===== config.mk =====
export PLATFORM = sky130hd
export DESIGN_NAME = rv_ahb_bridge_mux
export DESIGN_NICKNAME = d
export VERILOG_FILES = /design/src/rtl/rv_ahb_bridge_mux.sv
export SDC_FILE = /design/constraint.sdc
export NUM_CORES = 1
export LEC_CHECK = 0
export CORE_AREA = 2 2 106 108
export CTS_CLUSTER_SIZE = 8
export DETAILED_ROUTE_END_ITERATION = 10
export DIE_AREA = 0 0 108 110
export GPL_TIMING_DRIVEN = 0
export PLACE_DENSITY_LB_ADDON = 0.3
export SYNTH_ARGS = -nofsm -noshare
export SYNTH_HDL_FRONTEND = slang
export SYNTH_SLANG_ARGS = --single-unit

===== constraint.sdc =====
create_clock -name clk -period 1.6 [get_ports clk]
set_input_delay 0.16 -clock clk [delete_from_list [all_inputs] [get_ports clk]]
set_output_delay 0.16 -clock clk [all_outputs]
set_load 0.005 [all_outputs]

===== src/rtl/rv_ahb_bridge_mux.sv =====
// AHB-Lite master bridge from the RV core load/store port to NUM_SLAVES decoded slaves,
// with pipelined address/data phases, wait states, sub-word sizes and a default ERROR slave.
`timescale 1ns/1ps
module rv_ahb_bridge_mux #(
    parameter int unsigned                   NUM_SLAVES = 2,
    parameter int unsigned                   ADDR_W     = 32,
    parameter logic [NUM_SLAVES*ADDR_W-1:0]  SLV_BASE   = {32'h4000_0000, 32'h0000_0000},
    parameter logic [NUM_SLAVES*ADDR_W-1:0]  SLV_MASK   = {32'hFFFF_0000, 32'hFFFF_0000}
) (
    input  logic                     clk,
    input  logic                     reset,
    input  logic                     core_req,
    input  logic [ADDR_W-1:0]        core_addr,
    input  logic                     core_we,
    input  logic [1:0]               core_size,
    input  logic [31:0]              core_wdata,
    output logic                     core_gnt,
    output logic                     core_rvalid,
    output logic [31:0]              core_rdata,
    output logic                     core_err,
    output logic [ADDR_W-1:0]        HADDR,
    output logic [2:0]               HSIZE,
    output logic [1:0]               HTRANS,
    output logic                     HWRITE,
    output logic [31:0]              HWDATA,
    output logic [NUM_SLAVES-1:0]    HSEL,
    output logic                     HREADY,
    input  logic [NUM_SLAVES*32-1:0] HRDATA,
    input  logic [NUM_SLAVES-1:0]    HREADYOUT,
    input  logic [NUM_SLAVES-1:0]    HRESP
);

    localparam int unsigned IDX_W         = (NUM_SLAVES > 1) ? $clog2(NUM_SLAVES) : 1;
    localparam logic [1:0]  HTRANS_IDLE   = 2'b00;
    localparam logic [1:0]  HTRANS_NONSEQ = 2'b10;
    localparam logic [1:0]  SIZE_BYTE     = 2'b00;
    localparam logic [1:0]  SIZE_HALF     = 2'b01;
    localparam logic [1:0]  SIZE_WORD     = 2'b10;

    logic             r_dp_valid;
    logic             r_dp_we;
    logic             r_dp_def;
    logic [IDX_W-1:0] r_dp_idx;
    logic [1:0]       r_dp_lane;
    logic [1:0]       r_dp_size;
    logic [31:0]      r_dp_wdata;
    logic             r_err_state;
    logic             r_err_cut;

    logic             w_hit;
    logic [IDX_W-1:0] w_hit_idx;
    logic             w_misalign;
    logic             w_def;
    logic             w_sel_ready;
    logic             w_sel_resp;
    logic [31:0]      w_sel_rdata;
    logic             w_hready;
    logic             w_err_first;
    logic             w_err_cut;
    logic             w_resp_err;
    logic             w_gnt;
    logic [31:0]      w_shifted;
    logic [31:0]      w_rd_fmt;

    // Base/mask decode; the first matching slave in index order wins.
    always_comb begin
        w_hit     = 1'b0;
        w_hit_idx = '0;
        for (int i = 0; i < NUM_SLAVES; i++) begin
            if (!w_hit &&
                ((core_addr & SLV_MASK[i*ADDR_W +: ADDR_W]) == SLV_BASE[i*ADDR_W +: ADDR_W])) begin
                w_hit     = 1'b1;
                w_hit_idx = IDX_W'(i);
            end
        end
    end

    always_comb begin
        case (core_size)
            SIZE_BYTE: w_misalign = 1'b0;
            SIZE_HALF: w_misalign = core_addr[0];
            SIZE_WORD: w_misalign = |core_addr[1:0];
            default:   w_misalign = 1'b1;
        endcase
    end

    assign w_def = ~w_hit | w_misalign;

    // Data-phase slave mux: ready, response and read data of the registered target.
    always_comb begin
        w_sel_ready = 1'b1;
        w_sel_resp  = 1'b0;
        w_sel_rdata = '0;
        for (int i = 0; i < NUM_SLAVES; i++) begin
            if (r_dp_idx == IDX_W'(i)) begin
                w_sel_ready = HREADYOUT[i];
                w_sel_resp  = HRESP[i];
                w_sel_rdata = HRDATA[i*32 +: 32];
            end
        end
    end

    // Default slave answers ERROR over two cycles: not ready first, ready second.
    always_comb begin
        if (!r_dp_valid) begin
            w_hready = 1'b1;
        end else if (r_dp_def) begin
            w_hready = r_err_state;
        end else begin
            w_hready = w_sel_ready;
        end
    end

    assign w_err_first = r_dp_valid & (r_dp_def ? ~r_err_state : (w_sel_resp & ~w_sel_ready));
    assign w_err_cut   = w_err_first | r_err_cut;
    assign w_resp_err  = r_dp_def | w_sel_resp;
    assign w_gnt       = reset & core_req & w_hready & ~w_err_cut;

    assign core_gnt    = w_gnt;
    assign HREADY      = w_hready;
    assign HADDR       = core_addr;
    assign HWRITE      = core_we;
    assign HSIZE       = {1'b0, core_size};
    assign HTRANS      = w_gnt ? HTRANS_NONSEQ : HTRANS_IDLE;
    assign HSEL        = (w_gnt && !w_def) ? (NUM_SLAVES'(1) << w_hit_idx) : '0;

    assign core_rvalid = r_dp_valid & w_hready;
    assign core_err    = core_rvalid & w_resp_err;

    // Right-justify the addressed lane and zero-extend to the access size.
    assign w_shifted = w_sel_rdata >> {r_dp_lane, 3'b000};

    always_comb begin
        case (r_dp_size)
            SIZE_BYTE: w_rd_fmt = {24'd0, w_shifted[7:0]};
            SIZE_HALF: w_rd_fmt = {16'd0, w_shifted[15:0]};
            default:   w_rd_fmt = w_shifted;
        endcase
    end

    assign core_rdata = (core_rvalid && !r_dp_we && !w_resp_err) ? w_rd_fmt : 32'd0;

    always_comb begin
        case (r_dp_size)
            SIZE_BYTE: HWDATA = {4{r_dp_wdata[7:0]}};
            SIZE_HALF: HWDATA = {2{r_dp_wdata[15:0]}};
            default:   HWDATA = r_dp_wdata;
        endcase
    end

    always_ff @(posedge clk) begin
        if (!reset) begin
            r_dp_valid  <= 1'b0;
            r_dp_we     <= 1'b0;
            r_dp_def    <= 1'b0;
            r_dp_idx    <= '0;
            r_dp_lane   <= 2'b00;
            r_dp_size   <= 2'b00;
            r_dp_wdata  <= 32'd0;
            r_err_state <= 1'b0;
            r_err_cut   <= 1'b0;
        end else begin
            r_err_cut   <= w_err_first;
            r_err_state <= r_dp_valid & r_dp_def & ~r_err_state;
            if (w_hready) begin
                r_dp_valid <= w_gnt;
                r_dp_we    <= core_we;
                r_dp_def   <= w_def;
                r_dp_idx   <= w_hit_idx;
                r_dp_lane  <= core_addr[1:0];
                r_dp_size  <= core_size;
                r_dp_wdata <= core_wdata;
            end
        end
    end

endmodule


==> flow_results.org <==
** Status
- Run status :: finished with violations
- The checks that failed: setup timing.

** Routing
- The first detailed-routing pass took 4 iterations.
- Wire segments on met2 add up to roughly 8400 µm in the final route.
- For this block, the via count after detailed routing is 4370.
- For this block, the initial DRC count from the detailed router was 197.
- Dividing the detail-routed wire length by the instance count gives 18.2 µm.
- In this run the remaining antenna-violating nets after routing total 0.
- Summed over all nets, wire length on met3 after detailed routing comes to roughly 1300 µm.
- Post-Route WL :: 15900 µm
- Ratio of routed vias to standard cells :: between 4 and 5
- In the routed design, unresolved DRC markers number 0.
- In the final routing, the length of wire on met1 measures 5820 µm.
- Top routing layer in use :: met4

** Final layout
- 0 antenna diodes ended up in the layout.
- Share of cells above drive strength 1 :: slightly above 40%
- Relative to the synthesized area, the layout overhead comes to 113%.
- The library cell used most frequently in the layout, excluding fill and tap cells, is sky130_fd_sc_hd__clkdlybuf4s50_1.
- Post-route design area :: about 7000 µm²
- For this run, the post-layout net count is 873.
- The top cell types in the final layout, fill and taps aside, are sky130_fd_sc_hd__clkdlybuf4s50_1 (166), sky130_fd_sc_hd__nand2_1 (82), sky130_fd_sc_hd__buf_4 (71), sky130_fd_sc_hd__buf_6 (49), sky130_fd_sc_hd__dfxtp_1 (38).

** Die
- The die covers about 12000 µm².
- The core region is about 11000 µm².
- The initial utilization of the core area, before any placement, comes to 31.7%.
- Die X-Extent :: 108 µm
- For this design the top-level I/O count stands at 246.
- Die height :: 110 µm
- The initialized floorplan defines 38 standard-cell rows.

** Clocking
- The clock passes through at most 2 buffers.
- After clock tree synthesis, the flow added hold-fix buffers numbering 0.
- Clock transition at the registers of the reported paths :: 90 ps
- The H-tree generated during clock tree synthesis spans 2 levels.
- Counting every sink on the clock net gives between 40 and 50.
- TritonCTS built the clock tree.
- Clock insertion delay at the later pin of the skew report :: approximately 310 ps
- Cell at the root of the clock tree :: sky130_fd_sc_hd__clkbuf_8
- Clock tree synthesis inserted a total of 5 buffers.

** Logic synthesis
- Ys flop type :: sky130_fd_sc_hd__dfxtp_1
- After synthesis, flip-flops and latches occupy 24.8% of the total area.
- The synthesized netlist occupies a cell area of 3390 µm².
- In this run, synthesis inferred 0 flip-flops with an integrated enable.
- A synthesized cell averages roughly 8 µm².
- Register bit total from synthesis :: 42
- Distinct cell type count after synthesis :: 39
- Number of warnings reported in the yosys synthesis log :: 0
- Synthesized netlist cell count :: 433
- Of all flip-flops after synthesis, the portion carrying an async set or reset was 0%.

** Global route
- The initial antenna violation count was 0.
- The total overflow left after global routing is 0.
- Vias in the first global route :: roughly 4.3k
- Overall Global Routing Usage :: a little under a quarter
- Entering global routing, the biggest net connects 13 pins.
- First-pass GRT wire length :: 22100 µm

** Placed design
- Count of buffers inserted at the top-level ports :: 229
- Summing all placed instances gives a cell area of 5990 µm².
- At the end of routability-driven placement, the weighted congestion stood at 0.839.
- Total half-perimeter wirelength after legalization and detailed placement :: around 11000 µm
- OpenSTA, run right after detailed placement, puts the worst setup slack at -930 ps.

** Setup path
- Launch point of the critical path :: r_dp_idx
- Worst flop-to-flop path startpoint :: r_dp_idx
- Critical Path Fanout Max :: 5
- STA classifies the critical path startpoint as a flop.
- Start-to-end type of the worst setup path :: flop to output port
- Critical path, cell by cell :: mux2i_4 > nand4b_1 > or4b_4 > buf_4 > nor2_4 > buf_2
- Worst Path Required :: about 1400 ps
- WP data arrival :: 2120 ps
- CP Capture Type :: output port
- On the critical path, the stage with the largest delay is an instance of sky130_fd_sc_hd__or4b_4.
- Crit-path max cell delay :: 650 ps

** Power and ir drop
- For this design the ratio of total power to cell area is between 500 and 600 nW/µm².
- Peak VDD IR :: roughly 0.44 mV
- Part of the total power dissipated in combinational logic :: between 40% and 50%
- The share of total power dissipated in sequential elements is about 30%.
- In this run the static leakage power is 3.10 nW.
- Total Power :: 3.94 mW
- Clock network power share :: a little over a fifth
- The internal portion of the total power is 2.76 mW.
- Switching fraction of total power :: about 30%
- The analysis attributes to net switching a power of 1.18 mW.

** STA
- Period utilisation layout :: 142%
- Number of hold-slack violations in the final timing report :: 0
- Final-report setup violation count :: 86
- Worst Clk Skew :: 6.59 ps
- Derived from the worst setup path, the maximum achievable clock frequency is 0.439 GHz.
- The count of pins over their slew limit is 0.
- The worst path in the final design needs a cycle of 2280 ps, including I/O delays and setup.
- Setup repair after global routing could not meet its margin everywhere.
- Final setup slack of the worst path :: -679 ps

** Run
- Max Cap Viol :: 0

** Min path
- Beginning of the worst hold path :: core_wdata[19]
- Path class of the lowest-slack min-delay path :: input pin to flop
## layout make-up
cell class | count | area (µm²)
inverter | 2 | 10.0
buffer | 72 | 652
fill | 820 | 3500
sequential | 42 | 853
clock inverter | 1 | 30.0
clock buffer | 7 | 76.3
multi-input combinational | 310 | 2470
tap | 140 | 175
timing repair buffer | 302 | 2930
## routing by layer
metal	vias to the layer above	GRT usage [%]
li1	2054	-
met1	2081	25.1
met2	201	46.5
met3	34	5.47
met4	0	7.42
met5	-	0
## synthesized netlist by cell type (2+ instances only)
cell	instances	share of area (%)
sky130_fd_sc_hd__nand2_1	101	11
sky130_fd_sc_hd__buf_4	50	11
sky130_fd_sc_hd__dfxtp_1	42	25
sky130_fd_sc_hd__a21boi_0	35	7.8
sky130_fd_sc_hd__mux2_2	24	8.0
sky130_fd_sc_hd__clkbuf_1	20	2.2
sky130_fd_sc_hd__nor2_1	18	2.0
sky130_fd_sc_hd__mux2i_1	17	5.0
sky130_fd_sc_hd__a21oi_1	16	2.4
sky130_fd_sc_hd__o21ai_0	16	2.4
sky130_fd_sc_hd__nor2b_1	13	2.4
sky130_fd_sc_hd__nand2b_1	10	1.8
sky130_fd_sc_hd__a211o_1	8	2.1
sky130_fd_sc_hd__a211oi_1	8	1.8
sky130_fd_sc_hd__buf_2	8	1.2
sky130_fd_sc_hd__o211ai_1	8	1.8
sky130_fd_sc_hd__mux4_2	7	4.7
sky130_fd_sc_hd__a21boi_1	3	0.66
sky130_fd_sc_hd__nand3_1	3	0.44
sky130_fd_sc_hd__nor4_1	3	0.55
sky130_fd_sc_hd__buf_6	2	0.66
sky130_fd_sc_hd__nor3_1	2	0.30
sky130_fd_sc_hd__nor3b_1	2	0.44
sky130_fd_sc_hd__o21a_1	2	0.44
## state kept, by name, indices dropped and copies added (netlist names)
| signal | cells |
|---|---|
| r_dp_wdata | 32 |
| r_dp_lane | 2 |
| r_dp_size | 2 |
| r_dp_def | 1 |
| r_dp_idx | 1 |
| r_dp_valid | 1 |
| r_dp_we | 1 |
| r_err_cut | 1 |
| r_err_state | 1 |
## critical path: cells and delay by family, from the launching register on
kind	cells	cell delay, ps
multiplexers	1	250
flip-flops	1	400
AND/OR/NAND/NOR	3	880
buffers and inverters	2	290
## through the flow
step / hold WS [ps] / TNS [ps] / utilization [%] / std cells
3_3_place_gp: 445 / -47580 / 56.0 / 803
6_report: 396 / -36700 / 67.3 / 876
4_1_cts: 402 / -41700 / 63.4 / 853
3_5_place_dp: 452 / -48640 / 56.0 / 803
5_1_grt: 399 / -43270 / 67.3 / 876
2_1_floorplan: 299 / -790 / - / 434
## power by group through the flow
stage / combinational, mW / clock [mW] / sequential [mW]
CTS: 1.67 / 0.848 / 1.20
floorplan: 0.618 / 0 / 1.20
global placement: 1.36 / 0 / 1.21
detailed placement: 1.38 / 0 / 1.21
finish: 1.86 / 0.860 / 1.22
global route: 1.97 / 0.912 / 1.23
## logic make-up after synthesis
kind of cell | synth area share [%]
and+or+nand+nor | 20.4
AOI/OAI and AO/OA | 20.3
buffers and inverters | 15.5
muxes | 18.9
DFF | 24.8
other | 0.111
## final timing paths
path / cells after the start / end / slack (ps)
worst min-delay path: 3 / r_dp_wdata[19] / 400
worst max-delay path: 6 / core_rdata[26] / -680
worst min register to register: 2 / r_dp_wdata[19] / 450
worst max register to register: 12 / r_dp_we / -450
## repair_timing
action / 4_1_cts / 5_1_grt
buffers inserted: 41 / 34
setup endpoints to repair: 103 / 104
gates cloned: 5 / 2
gates resized for setup: 338 / 130
pin swaps: 27 / 36
No activity file was read; power rests on OpenSTA's default activity.
